File: src/rtl/mssd_pkg.sv
// mssd_pkg: shared types for the MSSD port assembler.
//   port_t   - 2-bit decoder port number
//   nibble_t - 4-bit decoded nibble
//   byte_t   - assembled byte
//   rec_t    - FIFO record {port, data}
package mssd_pkg;

   typedef logic [1:0] port_t;
   typedef logic [3:0] nibble_t;
   typedef logic [7:0] byte_t;

   typedef struct packed {
      port_t port;
      byte_t data;
   } rec_t;

   localparam int unsigned NUM_PORTS = 4;

endpackage

File: src/rtl/mssd_sync_fifo.sv
// mssd_sync_fifo: single-clock FIFO of DEPTH entries (power of two, >= 2).
// Ports:
//   clk, rst  - clock, synchronous active-high reset
//   push_i    - write wdata_i; accepted when not full, or when full with a same-cycle pop
//   wdata_i   - record to write
//   pop_i     - remove head; ignored when empty
//   rdata_o   - head record, forced to zero while empty
//   full_o    - count_o == DEPTH
//   empty_o   - count_o == 0
//   count_o   - occupancy 0..DEPTH
module mssd_sync_fifo
   import mssd_pkg::*;
#(
   parameter int unsigned DEPTH = 8,
   parameter type         T     = rec_t
) (
   input  logic                   clk,
   input  logic                   rst,
   input  logic                   push_i,
   input  T                       wdata_i,
   input  logic                   pop_i,
   output T                       rdata_o,
   output logic                   full_o,
   output logic                   empty_o,
   output logic [$clog2(DEPTH):0] count_o
);

   localparam int unsigned AW = $clog2(DEPTH);

   logic [AW-1:0] wr_ptr_q, rd_ptr_q;
   logic [AW:0]   count_q, count_d;
   T              mem_q [DEPTH];
   logic          push_en, pop_en;

   assign empty_o = (count_q == '0);
   assign full_o  = (count_q == (AW+1)'(DEPTH));
   assign count_o = count_q;
   assign rdata_o = empty_o ? T'(0) : mem_q[rd_ptr_q];

   // A pop frees the slot the push needs, so a full FIFO still accepts a push alongside a pop.
   assign pop_en  = pop_i & ~empty_o;
   assign push_en = push_i & (~full_o | pop_en);

   always_comb begin
      count_d = count_q;
      unique case ({push_en, pop_en})
         2'b10:   count_d = count_q + (AW+1)'(1);
         2'b01:   count_d = count_q - (AW+1)'(1);
         default: count_d = count_q;
      endcase
   end

   always_ff @(posedge clk) begin
      if (rst) begin
         wr_ptr_q <= '0;
         rd_ptr_q <= '0;
         count_q  <= '0;
      end else begin
         if (push_en) wr_ptr_q <= wr_ptr_q + AW'(1);
         if (pop_en)  rd_ptr_q <= rd_ptr_q + AW'(1);
         count_q <= count_d;
      end
   end

   always_ff @(posedge clk) begin
      if (push_en) mem_q[wr_ptr_q] <= wdata_i;
   end

endmodule

File: src/rtl/mssd_port_assembler.sv
// mssd_port_assembler: pairs decoded nibbles per port into bytes and queues {port, byte} records.
// Ports:
//   clk, rst   - clock, synchronous active-high reset
//   inValid    - decoder valid level; its rising edge captures one nibble
//   pn, p      - port number and nibble, sampled only on a capture
//   error      - decoder error level; its rising edge is one error event
//   outReady   - consumer accepts head record
//   outValid   - FIFO non-empty
//   outPort    - port of head record
//   outData    - byte of head record
//   pending    - bit i set while port i holds a high nibble awaiting its pair
//   overflow   - sticky, a completed byte was dropped on a full FIFO
//   errCount   - saturating error event count
//   fifoCount  - FIFO occupancy
module mssd_port_assembler
   import mssd_pkg::*;
#(
   parameter int unsigned DEPTH = 8,
   parameter int unsigned ERR_W = 8
) (
   input  logic                   clk,
   input  logic                   rst,
   input  logic                   inValid,
   input  logic [1:0]             pn,
   input  logic [3:0]             p,
   input  logic                   error,
   input  logic                   outReady,
   output logic                   outValid,
   output logic [1:0]             outPort,
   output logic [7:0]             outData,
   output logic [3:0]             pending,
   output logic                   overflow,
   output logic [ERR_W-1:0]       errCount,
   output logic [$clog2(DEPTH):0] fifoCount
);

   logic                          in_valid_q, error_q;
   logic [NUM_PORTS-1:0]          pending_q, pending_d;
   nibble_t [NUM_PORTS-1:0]       hold_q, hold_d;
   logic                          overflow_q, overflow_d;
   logic [ERR_W-1:0]              err_cnt_q, err_cnt_d;
   logic                          cap, err_ev, push, pop_fire, full, empty;
   rec_t                          push_rec, head_rec;

   assign cap    = inValid & ~in_valid_q;
   assign err_ev = error & ~error_q;

   assign outValid = ~empty;
   assign pop_fire = outValid & outReady;

   always_comb begin
      pending_d = pending_q;
      hold_d    = hold_q;
      push      = 1'b0;
      push_rec  = '0;
      // An error event aborts every half-assembled byte, including one captured this cycle.
      if (err_ev) begin
         pending_d = '0;
      end else if (cap) begin
         if (pending_q[pn]) begin
            push          = 1'b1;
            push_rec.port = pn;
            push_rec.data = {hold_q[pn], p};
            pending_d[pn] = 1'b0;
         end else begin
            hold_d[pn]    = p;
            pending_d[pn] = 1'b1;
         end
      end
   end

   always_comb begin
      err_cnt_d  = err_cnt_q;
      if (err_ev && (err_cnt_q != '1)) err_cnt_d = err_cnt_q + ERR_W'(1);
      overflow_d = overflow_q | (push & full & ~pop_fire);
   end

   always_ff @(posedge clk) begin
      if (rst) begin
         in_valid_q <= 1'b0;
         error_q    <= 1'b0;
         pending_q  <= '0;
         hold_q     <= '0;
         overflow_q <= 1'b0;
         err_cnt_q  <= '0;
      end else begin
         in_valid_q <= inValid;
         error_q    <= error;
         pending_q  <= pending_d;
         hold_q     <= hold_d;
         overflow_q <= overflow_d;
         err_cnt_q  <= err_cnt_d;
      end
   end

   mssd_sync_fifo #(
      .DEPTH (DEPTH),
      .T     (rec_t)
   ) u_fifo (
      .clk     (clk),
      .rst     (rst),
      .push_i  (push),
      .wdata_i (push_rec),
      .pop_i   (pop_fire),
      .rdata_o (head_rec),
      .full_o  (full),
      .empty_o (empty),
      .count_o (fifoCount)
   );

   assign outPort  = head_rec.port;
   assign outData  = head_rec.data;
   assign pending  = pending_q;
   assign overflow = overflow_q;
   assign errCount = err_cnt_q;

endmodule

File: config.mk
export PLATFORM = sky130hd
export DESIGN_NAME = mssd_port_assembler
export DESIGN_NICKNAME = d
export VERILOG_FILES = /design/src/rtl/mssd_pkg.sv /design/src/rtl/mssd_sync_fifo.sv /design/src/rtl/mssd_port_assembler.sv
export SDC_FILE = /design/constraint.sdc
export NUM_CORES = 1
export LEC_CHECK = 0
export CAP_MARGIN = 10
export CORE_UTILIZATION = 37
export CTS_BUF_LIST = sky130_fd_sc_hd__clkbuf_8
export DETAILED_ROUTE_END_ITERATION = 10
export PLACE_DENSITY = 0.62
export SLEW_MARGIN = 20
export SYNTH_ARGS = -nofsm -noshare
export SYNTH_HDL_FRONTEND = slang
export SYNTH_SLANG_ARGS = --single-unit
File: constraint.sdc
create_clock -name clk -period 3.9 [get_ports clk]
set_input_delay 0.585 -clock clk [delete_from_list [all_inputs] [get_ports clk]]
set_output_delay 0.585 -clock clk [all_outputs]
set_load 0.1 [all_outputs]
==> reports/summary.md, run 1 <==
The detailed router placed 3,023 vias in this run. The final critical-path required period is 3110 ps, and the number of distinct library cell variants in the gate-level netlist after synthesis is 44. The layout overhead on the synthesized area came out at 19.2%.

The via density per instance was 5.00; the number of clock buffers inserted by TritonCTS was 17. Counting flops and latches in the post-synthesis netlist gives 124. The count of nets after finishing is 429.

The tools report the endpoint with the worst hold slack as overflow. The maximum clock path buffer count is 2, and the hold-critical path depth is 2. The number of buffers inserted for hold repair after clock tree synthesis came out at 0.

After global routing the overflow that remains totals 0. The run gives 0 as the number of nets with antenna violations after detailed routing. For this design, the sink count on the clock tree is 124. Once the clock tree was built, the resizer swapped 0 gates to a different size.

The initial DRC count came out at 143. Via count of the first global-routing pass: 3,163. The worst setup path is launched from a flip-flop. Clock-pin slew was measured on the worst setup and hold paths at 70 ps.

The critical path contains buffers and inverters numbering 2 combined. The critical path goes through buf_4 -> mux4_2 -> mux2i_1 -> nor2_1 -> buf_4. The critical path is of the reg -> out type. The clock tree synthesis step divided the H-tree into 4 levels. After floorplanning, the core was divided into 43 placement rows.

The flow ran to the end, and the final reports show no timing, DRC or antenna violations. The total length of routed wires is 10,000 µm, and the number of max-cap violations is 0. The die is 121 µm tall.

The depth of the worst register-to-register path was 11. The critical path's most frequent cell is sky130_fd_sc_hd__buf_4. The number of flops mapped to enable cells by yosys is 80. The pre-antenna-repair detailed-routing pass consisted of 4 iterations.

The fraction of synthesized cell area taken by the top area cell type works out to 0.460. The peak clock frequency supported by timing came out at 322 MHz. The source-to-sink clock delay at the later pin of the worst-skew pair was 430 ps; the width of the die was 121 µm. The floorplan step defined a die boundary enclosing 0.0146 mm².

For the worst setup path, the data required time is 3310 ps. The endpoint identified for the worst register-to-register timing path is u_fifo.count_o[2]. The logs give 6620 µm for the detailed-placement wirelength estimate and 0.0138 mm² for the core region area. The worst setup path is captured at a primary output. In this run the register-to-register setup slack is 1200 ps. With fillers left out, the area of the finished cells amounts to 0.00623 mm². The actual transition at the worst max-transition pin works out to 999 ps. Adding up every negative setup slack in the final design gives 0 ps. The number of antenna violations at the first check in global routing came out at 0. The tree is rooted in a sky130_fd_sc_hd__clkbuf_8. Share of async-settable or async-resettable flops after synthesis: 0. The total of endpoints with negative setup slack in the final report was 0; the mean area per synthesized cell was 14.6 µm². The cell area that synthesis handed to floorplanning was 0.00522 mm².

The final count of pins violating max slew is 0. On the worst path, the slowest cell contributes a delay of 830 ps. The startpoint identified for the worst hold timing path is overflow. Power spread over the standard cell area amounts to 433 mW/mm². The number of setup buffers added after CTS is 0. Sorting the synthesized cells by area gives the leading types as sky130_fd_sc_hd__edfxtp_1 (46%), sky130_fd_sc_hd__dfxtp_1 (17%), sky130_fd_sc_hd__mux4_2 (9.5%), sky130_fd_sc_hd__mux2i_1 (6.1%), sky130_fd_sc_hd__nor2_1 (3.9%).

Synthesis produced a netlist whose cell count is 358. The Yosys step of the flow raised 0 warnings. The remaining max-slew budget at the tightest pin is 0.332. Cell family contributing the most delay on the critical path: flip-flops.

TritonCTS built the clock tree. The first global-routing pass estimated 16,300 µm of wire. For the worst setup path, the data arrival time is 2520 ps.

Final hold analysis gives a worst-case slack of 475 ps. The tools report the number of diodes added for antenna fixing as 0. The dominant register cell in the synthesized netlist was sky130_fd_sc_hd__edfxtp_1. Setup repair after global routing left no endpoint under its margin.

Of all nets on the critical path, the largest fanout is 12. For the number of failing hold endpoints at the final stage, the log shows 0. For the total global routing track utilization, the log shows 0.151. The average wire per cell in the routed design is 16.6 µm.

Portion of the clock cycle consumed by the worst path in the final layout: 0.797. The tightest min-delay check is of the reg -> reg type. The detailed-route DRC error count came out at 0. The tools report the starting utilization of the core area as 0.378.

The slowest stage of the critical path belongs to the cell sky130_fd_sc_hd__dfxtp_1. 39 I/O pins were placed. Maximum number of pins on one net before global-route repair: 26. Buffers placed on the I/O ports in this run total 38. For the sequential element share of the synthesized area, the log shows 0.629. The tools report the placed cell area as 0.00582 mm². Cell type with the highest aggregate area in the netlist: sky130_fd_sc_hd__edfxtp_1. The final clock skew is 12.4 ps, and the net count of the mapped netlist is 375.

The worst-case IR drop observed on VDD is 0.240 mV. The share of cells above drive strength 1 came out at 0.207. In this run the critical register-to-register path is launched from u_fifo.count_o[0]. The analysis attributes to cell leakage a power of 0.00223 µW. At the end of routability-driven placement, the weighted congestion stood at 0.777.
==> cells in the mapped netlist, types with 2 or more instances <==
cell	count
sky130_fd_sc_hd__a21oi_1	4
sky130_fd_sc_hd__and2_1	12
sky130_fd_sc_hd__and4_1	2
sky130_fd_sc_hd__buf_1	2
sky130_fd_sc_hd__buf_2	3
sky130_fd_sc_hd__buf_4	3
sky130_fd_sc_hd__buf_6	2
sky130_fd_sc_hd__clkbuf_1	9
sky130_fd_sc_hd__dfxtp_1	44
sky130_fd_sc_hd__edfxtp_1	80
sky130_fd_sc_hd__ha_1	6
sky130_fd_sc_hd__inv_1	2
sky130_fd_sc_hd__mux2_2	2
sky130_fd_sc_hd__mux2i_1	32
sky130_fd_sc_hd__mux4_1	3
sky130_fd_sc_hd__mux4_2	22
sky130_fd_sc_hd__nand2_1	7
sky130_fd_sc_hd__nand2b_1	7
sky130_fd_sc_hd__nand3_1	2
sky130_fd_sc_hd__nand4_1	7
sky130_fd_sc_hd__nor2_1	54
sky130_fd_sc_hd__nor2b_1	11
sky130_fd_sc_hd__nor3_1	3
sky130_fd_sc_hd__nor4_2	2
sky130_fd_sc_hd__o21ai_0	7
sky130_fd_sc_hd__or3_1	2
sky130_fd_sc_hd__xor2_1	11
==> cell type report <==
cell class	count	area (µm²)
Fill cell	1269	7600
Sequential cell	124	3280
Multi-Input combinational cell	213	1830
Timing Repair Buffer	54	473
Clock buffer	17	234
Tap cell	180	225
Clock inverter	15	173
Inverter	2	7.51
==> metal layers <==
metal | wire, µm | global-route usage | up-vias | part of all wire
li1 | - | - | 1448 | -
met1 | 4640 | 0.189 | 1502 | 0.46
met2 | 4910 | 0.247 | 58 | 0.49
met3 | 308 | 0.0321 | 15 | 0.031
met4 | 174 | 0.0779 | 0 | 0.017
met5 | 0 | 0 | - | 0
==> cells in the final DEF (no fill, tap or decap), types with 12 or more instances in the layout <==
cell / count
sky130_fd_sc_hd__dfxtp_1: 44
sky130_fd_sc_hd__clkbuf_8: 17
sky130_fd_sc_hd__mux4_2: 22
sky130_fd_sc_hd__clkdlybuf4s50_1: 27
sky130_fd_sc_hd__buf_4: 27
sky130_fd_sc_hd__edfxtp_1: 80
sky130_fd_sc_hd__mux2i_1: 32
sky130_fd_sc_hd__and2_1: 12
sky130_fd_sc_hd__nor2_1: 54
==> worst register-to-register path: stages (launching register included) <==
cell                      delay, ps
sky130_fd_sc_hd__dfxtp_1        400
sky130_fd_sc_hd__nor4_2         260
sky130_fd_sc_hd__buf_4          240
sky130_fd_sc_hd__inv_1           90
sky130_fd_sc_hd__and2_1         230
sky130_fd_sc_hd__ha_1           290
sky130_fd_sc_hd__xor2_1         170
sky130_fd_sc_hd__ha_1           200
sky130_fd_sc_hd__a21oi_1        180
sky130_fd_sc_hd__xor2_1         110
sky130_fd_sc_hd__or3_1          320
sky130_fd_sc_hd__a21oi_1        150
==> per-stage QoR <==
stage,worst slack (ps),std cells,utilization,total power [µW]
after CTS,680,605,0.450,2730
after floorplan,209,358,-,1540
after global routing,542,605,0.450,2790
after global placement,581,573,0.421,1580
final,792,605,0.450,2700
after detailed placement,452,573,0.421,1580
==> report_power, final <==
part | leakage, µW | total (µW) | internal [µW] | switching, µW
logic | 0.000928 | 150 | 48.9 | 101
clock network | 0.000209 | 1150 | 632 | 516
registers | 0.00110 | 1400 | 1390 | 8.81
total | 0.00223 | 2700 | 2070 | 626
==> logic make-up after synthesis <==
family,share of synthesized area
AOI/OAI and AO/OA,0.0213
xor gates and xnor gates,0.0201
adders and majority gates,0.0144
buffers and inverters,0.0208
DFF,0.629
muxes,0.176
and+or+nand+nor,0.119
==> state kept, by name, indices dropped and copies added, names as in the netlist, named ones only <==
name,flops
error_q,1
u_fifo.count_o,4
u_fifo.wr_ptr_q,3
u_fifo.rd_ptr_q,3
overflow,1
errCount,8
in_valid_q,1
hold_q,16
u_fifo.mem_q,80
==> how the worst max path moves through the flow <==
stage	cells after the start	endpoint	slack [ps]	start
after floorplan	9	u_fifo.count_o[3]	210	u_fifo.count_o[1]
after global placement	8	u_fifo.count_o[3]	580	pn[0]
after detailed placement	11	u_fifo.count_o[2]	450	pn[0]
after CTS	5	outData[6]	680	flip-flop
after global routing	5	outData[6]	540	flip-flop
final	5	outData[6]	790	flip-flop
No activity file was read; power rests on OpenSTA's default activity.
==> run 2: changes to the inputs <==
==> constraint.sdc (replaced) <==
create_clock -name clk -period 3.1 [get_ports clk]
set_input_delay 0.465 -clock clk [delete_from_list [all_inputs] [get_ports clk]]
set_output_delay 0.465 -clock clk [all_outputs]
set_load 0.1 [all_outputs]
==> reports/summary.md, run 2 (synthesis results as in run 1) <==
The tools report the routability congestion estimate as 0.698. The flip-flop count of the largest register, all copies and words added was 80. TritonCTS built the clock tree.

Counting I/O delays and the setup requirement, the final critical path takes 2720 ps. Across all hold checks on the routed design, the worst slack comes to 487 ps. Entering global routing, the biggest net connects 43 pins. In the routed design, unresolved DRC markers number 0.

The detailed router placed 2,992 vias in this run. The via count of the first global-routing pass is 3,041, and the average wire per cell in the routed design is 16.2 µm. The setup path with the least slack is of type in -> reg. The total length of routed wires came out at 9830 µm.

Across the VDD grid, the largest voltage drop is 0.389 mV. STA classifies the critical path startpoint as an input port. The run gives 3070 ps as the arrival time of data at the critical path endpoint.

The clock root buffer was sky130_fd_sc_hd__clkbuf_8. The run gives 6530 µm as the detailed-placement wirelength estimate. The post-layout instance count excluding filler cells was 606; the initial DRC count was 167. The logs give 0 for the number of gates resized after cts and 430 ps for the source-to-sink clock delay at the later pin of the worst-skew pair. Layout overhead on the synthesized area: 22.0%.

The library cell used most frequently in the layout, excluding fill and tap cells, is sky130_fd_sc_hd__edfxtp_1. The share of cells above drive strength 1 is 0.261. STA classifies the critical path endpoint as a flip-flop. The buffers plus inverters on the worst setup path is 1. The post-CTS setup repair buffer count is 0, and the total global routing track utilization is 0.146. The number of failing hold endpoints at the final stage was 0. The final clock skew is 11.8 ps. Row generation in the floorplan step produced 43 rows. The tools report the number of fill cells in the layout as 1,224.

At the end of the flow, the number of nets in the layout was 431. In this run the vertical extent of the chip is 121 µm. The final cell area excluding filler cells came out at 0.00637 mm². Clock-pin slew was measured on the worst setup and hold paths at 70 ps.

Setup repair after global routing left no endpoint under its margin. Dividing the detail-routed via count by the number of cells gives 4.94. The number of primary I/O pins was 39. The classification of the worst-slack hold path was reg -> reg. At the worst endpoint, the required time is 3450 ps. The multi-input combinational cells in the finished layout cover a total of 0.00185 mm². The power after layout was 3430 µW. The number of diodes added for antenna fixing is 0.

Dividing total power by cell area gives a power density of 539 mW/mm². The peak clock frequency supported by timing was 368 MHz. Max-cap violations in this run came to 0. The tools report the total placed cells including tap cells as 575. The total of endpoints with negative setup slack in the final report was 0.

For this run, the detailed router's first-pass iteration total came to 4. For this design the static power due to leakage is 0.00230 µW. The wire length of the first global-routing pass was 16,000 µm. The final count of pins violating max slew is 0. The core region area is 0.0138 mm². The run gives 0.378 as the starting utilization of the core area.

The placed instances occupy a cell area of 0.00596 mm². The number of buffers inserted for hold repair after clock tree synthesis was 0. The total overflow left after global routing is 0.

The H-tree generated during clock tree synthesis spans 4 levels. The tools report the number of antenna violations at the first check in global routing as 0. TritonCTS created 17 clock buffers. The portion of the clock cycle consumed by the worst path in the final layout came out at 0.876.

At the pin with the least slew margin, the transition time is 980 ps. Registers take 0.00330 mm². For flop-to-flop paths, the worst setup slack is 610 ps.

The remaining max-slew budget at the tightest pin came out at 0.344. The top register by number of flip-flops was u_fifo.mem_q. The top fanout value on the critical path is 3, and the number of input and output port buffers inserted is 38. For this design, the sink count on the clock tree is 124. The signal on the critical path passes through clkdlybuf4s50_1 -> mux4_2 -> and3_4 -> nand2b_1 -> ha_2 -> xor2_1 -> ha_1 -> a21oi_1 -> xor2_1 -> or3_1 -> a21oi_1. The run gives 0.461 as the utilization of the core after routing.

For this run, the slowest stage of the critical path takes 530 ps. On the critical path the largest part of the delay comes from simple AND/OR/NAND/NOR gates. The count of nets left with antenna violations once routing finished came out at 0. The flow ran to the end, and the final reports show no timing, DRC or antenna violations. In this run the horizontal extent of the chip is 121 µm. In the layout the commonest cells are sky130_fd_sc_hd__edfxtp_1 (80), sky130_fd_sc_hd__nor2_1 (54), sky130_fd_sc_hd__dfxtp_1 (40). The library cell contributing the largest single delay on the critical path is sky130_fd_sc_hd__mux4_2. No sink is reached through more buffers than the 2 on the longest clock path. Die area: 0.0146 mm².
## run 2: cell types whose count changed in the layout (fill, tap and decap cells not counted), moves of 2 or more
cell	previous run	this run
sky130_fd_sc_hd__buf_4	27	36
sky130_fd_sc_hd__buf_12	0	10
sky130_fd_sc_hd__ha_1	6	4
sky130_fd_sc_hd__clkdlybuf4s50_1	27	10
sky130_fd_sc_hd__dfxtp_4	0	3
sky130_fd_sc_hd__inv_6	3	0
sky130_fd_sc_hd__dfxtp_1	44	40
sky130_fd_sc_hd__clkinv_1	1	3
## run 2: cell type report
| cell class | count | area share |
|---|---|---|
| Tap cell | 180 | 0.0354 |
| Inverter | 2 | 0.00177 |
| Sequential cell | 124 | 0.517 |
| Timing Repair Buffer | 56 | 0.0896 |
| Multi-Input combinational cell | 213 | 0.291 |
| Clock inverter | 14 | 0.0281 |
| Clock buffer | 17 | 0.0367 |
## run 2: per-layer routing
layer / track usage / up-vias / share of wire
li1: - / 1447 / -
met3: 0.0377 / 10 / 0.032
met1: 0.191 / 1483 / 0.47
met2: 0.233 / 52 / 0.48
met4: 0.0586 / 0 / 0.012
met5: 0 / - / 0
## run 2: worst paths after layout
| path | cells past startpoint | from | end |
|---|---|---|---|
| max | 11 | pn[0] | u_fifo.count_o[2] |
| max reg2reg | 10 | flip-flop | u_fifo.count_o[2] |
| min reg2reg | 2 | overflow | overflow |
| min | 2 | overflow | overflow |
## run 2: power by group
part	switching, µW	internal, µW
Combinational	132	74.2
Sequential	9.71	1750
Clock	611	860
Total	753	2680
## run 2: stage by stage
stage                     worst slack, ps  TNS, ps
after floorplan                      29.7        0
after global placement              -24.7    -32.9
after detailed placement            -81.5     -123
after CTS                             371        0
after global routing                  220        0
final                                 384        0
## run 2: tightest hold or removal path: stages, from the launching register on
cell	delay [ps]
sky130_fd_sc_hd__dfxtp_1	340
sky130_fd_sc_hd__a21oi_1	50
sky130_fd_sc_hd__nor2_1	70
==> run 3: changes to the inputs <==
--- a/config.mk
+++ b/config.mk
@@ -8,8 +8,9 @@
 export CAP_MARGIN = 10
 export CORE_UTILIZATION = 37
 export CTS_BUF_LIST = sky130_fd_sc_hd__clkbuf_8
+export CTS_CLUSTER_SIZE = 16
 export DETAILED_ROUTE_END_ITERATION = 10
-export PLACE_DENSITY = 0.62
+export PLACE_DENSITY = 0.64
 export SLEW_MARGIN = 20
 export SYNTH_ARGS = -nofsm -noshare
 export SYNTH_HDL_FRONTEND = slang
==> constraint.sdc (replaced) <==
create_clock -name clk -period 2.33 [get_ports clk]
set_input_delay 0.3495 -clock clk [delete_from_list [all_inputs] [get_ports clk]]
set_output_delay 0.3495 -clock clk [all_outputs]
set_load 0.1 [all_outputs]
==> reports/summary.md, run 3 (synthesis results as in run 1) <==
After floorplanning, the core was sized to cover 0.0138 mm². Before antenna repair, the detailed router went through 4 iterations. Using the TritonRoute via totals, the vias-per-cell ratio works out to 4.91. The number of primary I/O pins is 39. For the power share of the combinational group, the log shows 0.063. Routability-driven placement finished with a final weighted congestion of 0.715. The top fanout value on the critical path is 10, and the number of buffers inserted for hold repair after clock tree synthesis is 0. Max-cap violations in this run came to 0. Remaining max-slew budget at the tightest pin: 0.379.

The filler cells instantiated in the layout total 1,170. After detailed routing, the number of remaining DRC violations is 0. The via count of the first global-routing pass came out at 3,178. The path class of the tightest hold or removal check is reg -> reg. The switching portion of total power was 0.234; the wire length of the first global-routing pass was 16,700 µm. CTS saw 124 sinks.

For the post-layout instance count excluding filler cells, the log shows 625. Summing all flip-flop and latch instances after layout gives 0.00331 mm². The endpoint with the worst hold slack was overflow. The clock root buffer was sky130_fd_sc_hd__clkbuf_8.

The final count of pins violating max slew is 0, and the share of cells above drive strength 1 is 0.369. The reported net switching power is 1110 µW, and the average wire per cell in the routed design is 16.2 µm. The number of input and output port buffers inserted is 38, and the setup slack of the worst register-to-register path is 50 ps. Once detail routing completed, the nets flagged for antenna violations numbered 0. The top cell types in the final layout, fill and taps aside, are sky130_fd_sc_hd__edfxtp_1 (80), sky130_fd_sc_hd__buf_4 (45), sky130_fd_sc_hd__nor2_1 (41). The initialized floorplan defines 43 standard-cell rows. At the pin with the least slew margin, the transition time is 927 ps. The arrival time of data at the critical path endpoint was 1960 ps. The power density of the placed cells was 698 mW/mm². Clock-pin slew was measured on the worst setup and hold paths at 80 ps.

The final critical-path required period works out to 2310 ps. The worst setup path is of the reg -> out kind. The library cell used most frequently in the layout, excluding fill and tap cells, is sky130_fd_sc_hd__edfxtp_1. The layout overhead on the synthesized area was 29.9%. The tools report the kind of capture point of the worst setup path as a primary output. The portion of the clock cycle consumed by the worst path in the final layout was 0.991; the data required time of the critical path was 1980 ps.

In this run the most critical hold path is launched from overflow. The run finished with clean final reports. The capture point of the worst reg-to-reg path is u_fifo.count_o[2]. The repair_antennas step left the layout with diodes totalling 0.

From left edge to right edge, the die measures 121 µm. For the detailed-placement wirelength estimate, the log shows 6710 µm. TritonCTS built the clock tree. The first routing iteration left 261 violations.

For the final clock skew, the log shows 13.7 ps. Detailed routing inserted a total of 3,068 vias. Counting tap cells, the placed design contains a total of 591 instances. The depth of the worst register-to-register path is 10, and the count of nets after finishing is 449. The die area came out at 0.0146 mm². Overall power consumption after layout is estimated at 4730 µW. Across the VDD grid, the largest voltage drop is 0.393 mV. The total global routing track utilization was 0.155; the count of H-tree levels built during CTS was 4. The source-to-sink clock delay at the later pin of the worst-skew pair is 440 ps. Ranked by flip-flop count, first place goes to u_fifo.mem_q. The floorplan step set the die height to 121 µm. The multi-input combinational cells in the finished layout cover a total of 0.00197 mm².

The logs give 0 for the number of antenna violations at the first check in global routing and 0 for the overflow left after global routing. Portion of total power attributed to the clock network: 0.444. The maximum clock path buffer count was 2; the flip-flop count of the largest register, all copies and words added was 80.

Sequential share of power: 0.493. Setup repair after global routing could not meet its margin everywhere. For the number of failing hold endpoints at the final stage, the log shows 0. Setup violations remaining at the end of the flow were counted as 0. For the starting utilization of the core area, the log shows 0.378. The maximum number of pins on one net before global-route repair is 21. The worst hold path was traced through 2 stages. In this run, CTS created clock tree buffers numbering 17. STA classifies the critical path startpoint as a flip-flop. Timing would allow up to 433 MHz. The tools report the cell leakage power as 0.00245 µW. Summed over all layers, the routed wires come to 10,100 µm. Internal power comes to 3620 µW.
run 3: cell count changes in the layout (fill, tap and decap cells not counted), sizes merged:
cell           change
clkinv             -5
clkinvlp           +1
dlygate4sd2        +1
inv                +5
clkdlybuf4s50      -1
buf               +18
run 3: what timing repair did:
item	in CTS	in global routing
gates cloned	1	0
pin swaps	0	3
setup buffers	0	1
endpoints found under the setup margin	12	12
gates resized for setup	8	6
run 3: worst max-delay path, stage by stage (launching register included):
cell and delay (ps):
sky130_fd_sc_hd__dfxtp_4 400, sky130_fd_sc_hd__buf_12 160, sky130_fd_sc_hd__mux4_2 540, sky130_fd_sc_hd__mux2i_4 190
sky130_fd_sc_hd__nor2_2 70, sky130_fd_sc_hd__buf_12 170
run 3: final cells by class:
class / instances / share of cell area
Sequential cell: 124 / 0.488
Clock inverter: 15 / 0.0310
Inverter: 2 / 0.00166
Tap cell: 180 / 0.0332
Timing Repair Buffer: 74 / 0.122
Multi-Input combinational cell: 213 / 0.291
Clock buffer: 17 / 0.0345
run 3: worst max path at each step:
stage	from	to	slack, ps
final	flip-flop	outData[7]	20
after global routing	flip-flop	outData[4]	-70
after CTS	flip-flop	outData[7]	-60
after detailed placement	pn[0]	u_fifo.count_o[2]	-730
after global placement	pn[0]	u_fifo.count_o[2]	-680
after floorplan	u_fifo.count_o[1]	u_fifo.count_o[2]	-600
run 3: power by group through the flow:
| stage | clock network (µW) | logic (µW) | registers, µW |
|---|---|---|---|
| 2_1_floorplan | 0 | 153 | 2430 |
| 3_3_place_gp | 0 | 293 | 2380 |
| 3_5_place_dp | 0 | 297 | 2380 |
| 4_1_cts | 2150 | 300 | 2330 |
| 5_1_grt | 2240 | 318 | 2340 |
| 6_report | 2100 | 299 | 2330 |
run 3: through the flow:
step / instance area (µm²) / TNS (ps) / hold WS [ps] / setup WS, ps / util
2_1_floorplan: 5360 / -1540 / 452 / -597 / -
3_3_place_gp: 6250 / -13320 / 454 / -676 / 0.452
4_1_cts: 6740 / -177 / 476 / -57.9 / 0.488
5_1_grt: 6780 / -636 / 492 / -74.6 / 0.491
3_5_place_dp: 6250 / -15630 / 481 / -734 / 0.452
6_report: 6780 / 0 / 492 / 22.0 / 0.491
run 3: routing by layer:
| layer | routed length, µm | GRT usage | vias up |
|---|---|---|---|
| met4 | 127 | 0.0586 | 0 |
| met3 | 344 | 0.0472 | 11 |
| met5 | 0 | 0 | - |
| met2 | 5240 | 0.261 | 50 |
| met1 | 4410 | 0.186 | 1515 |
| li1 | - | - | 1492 |
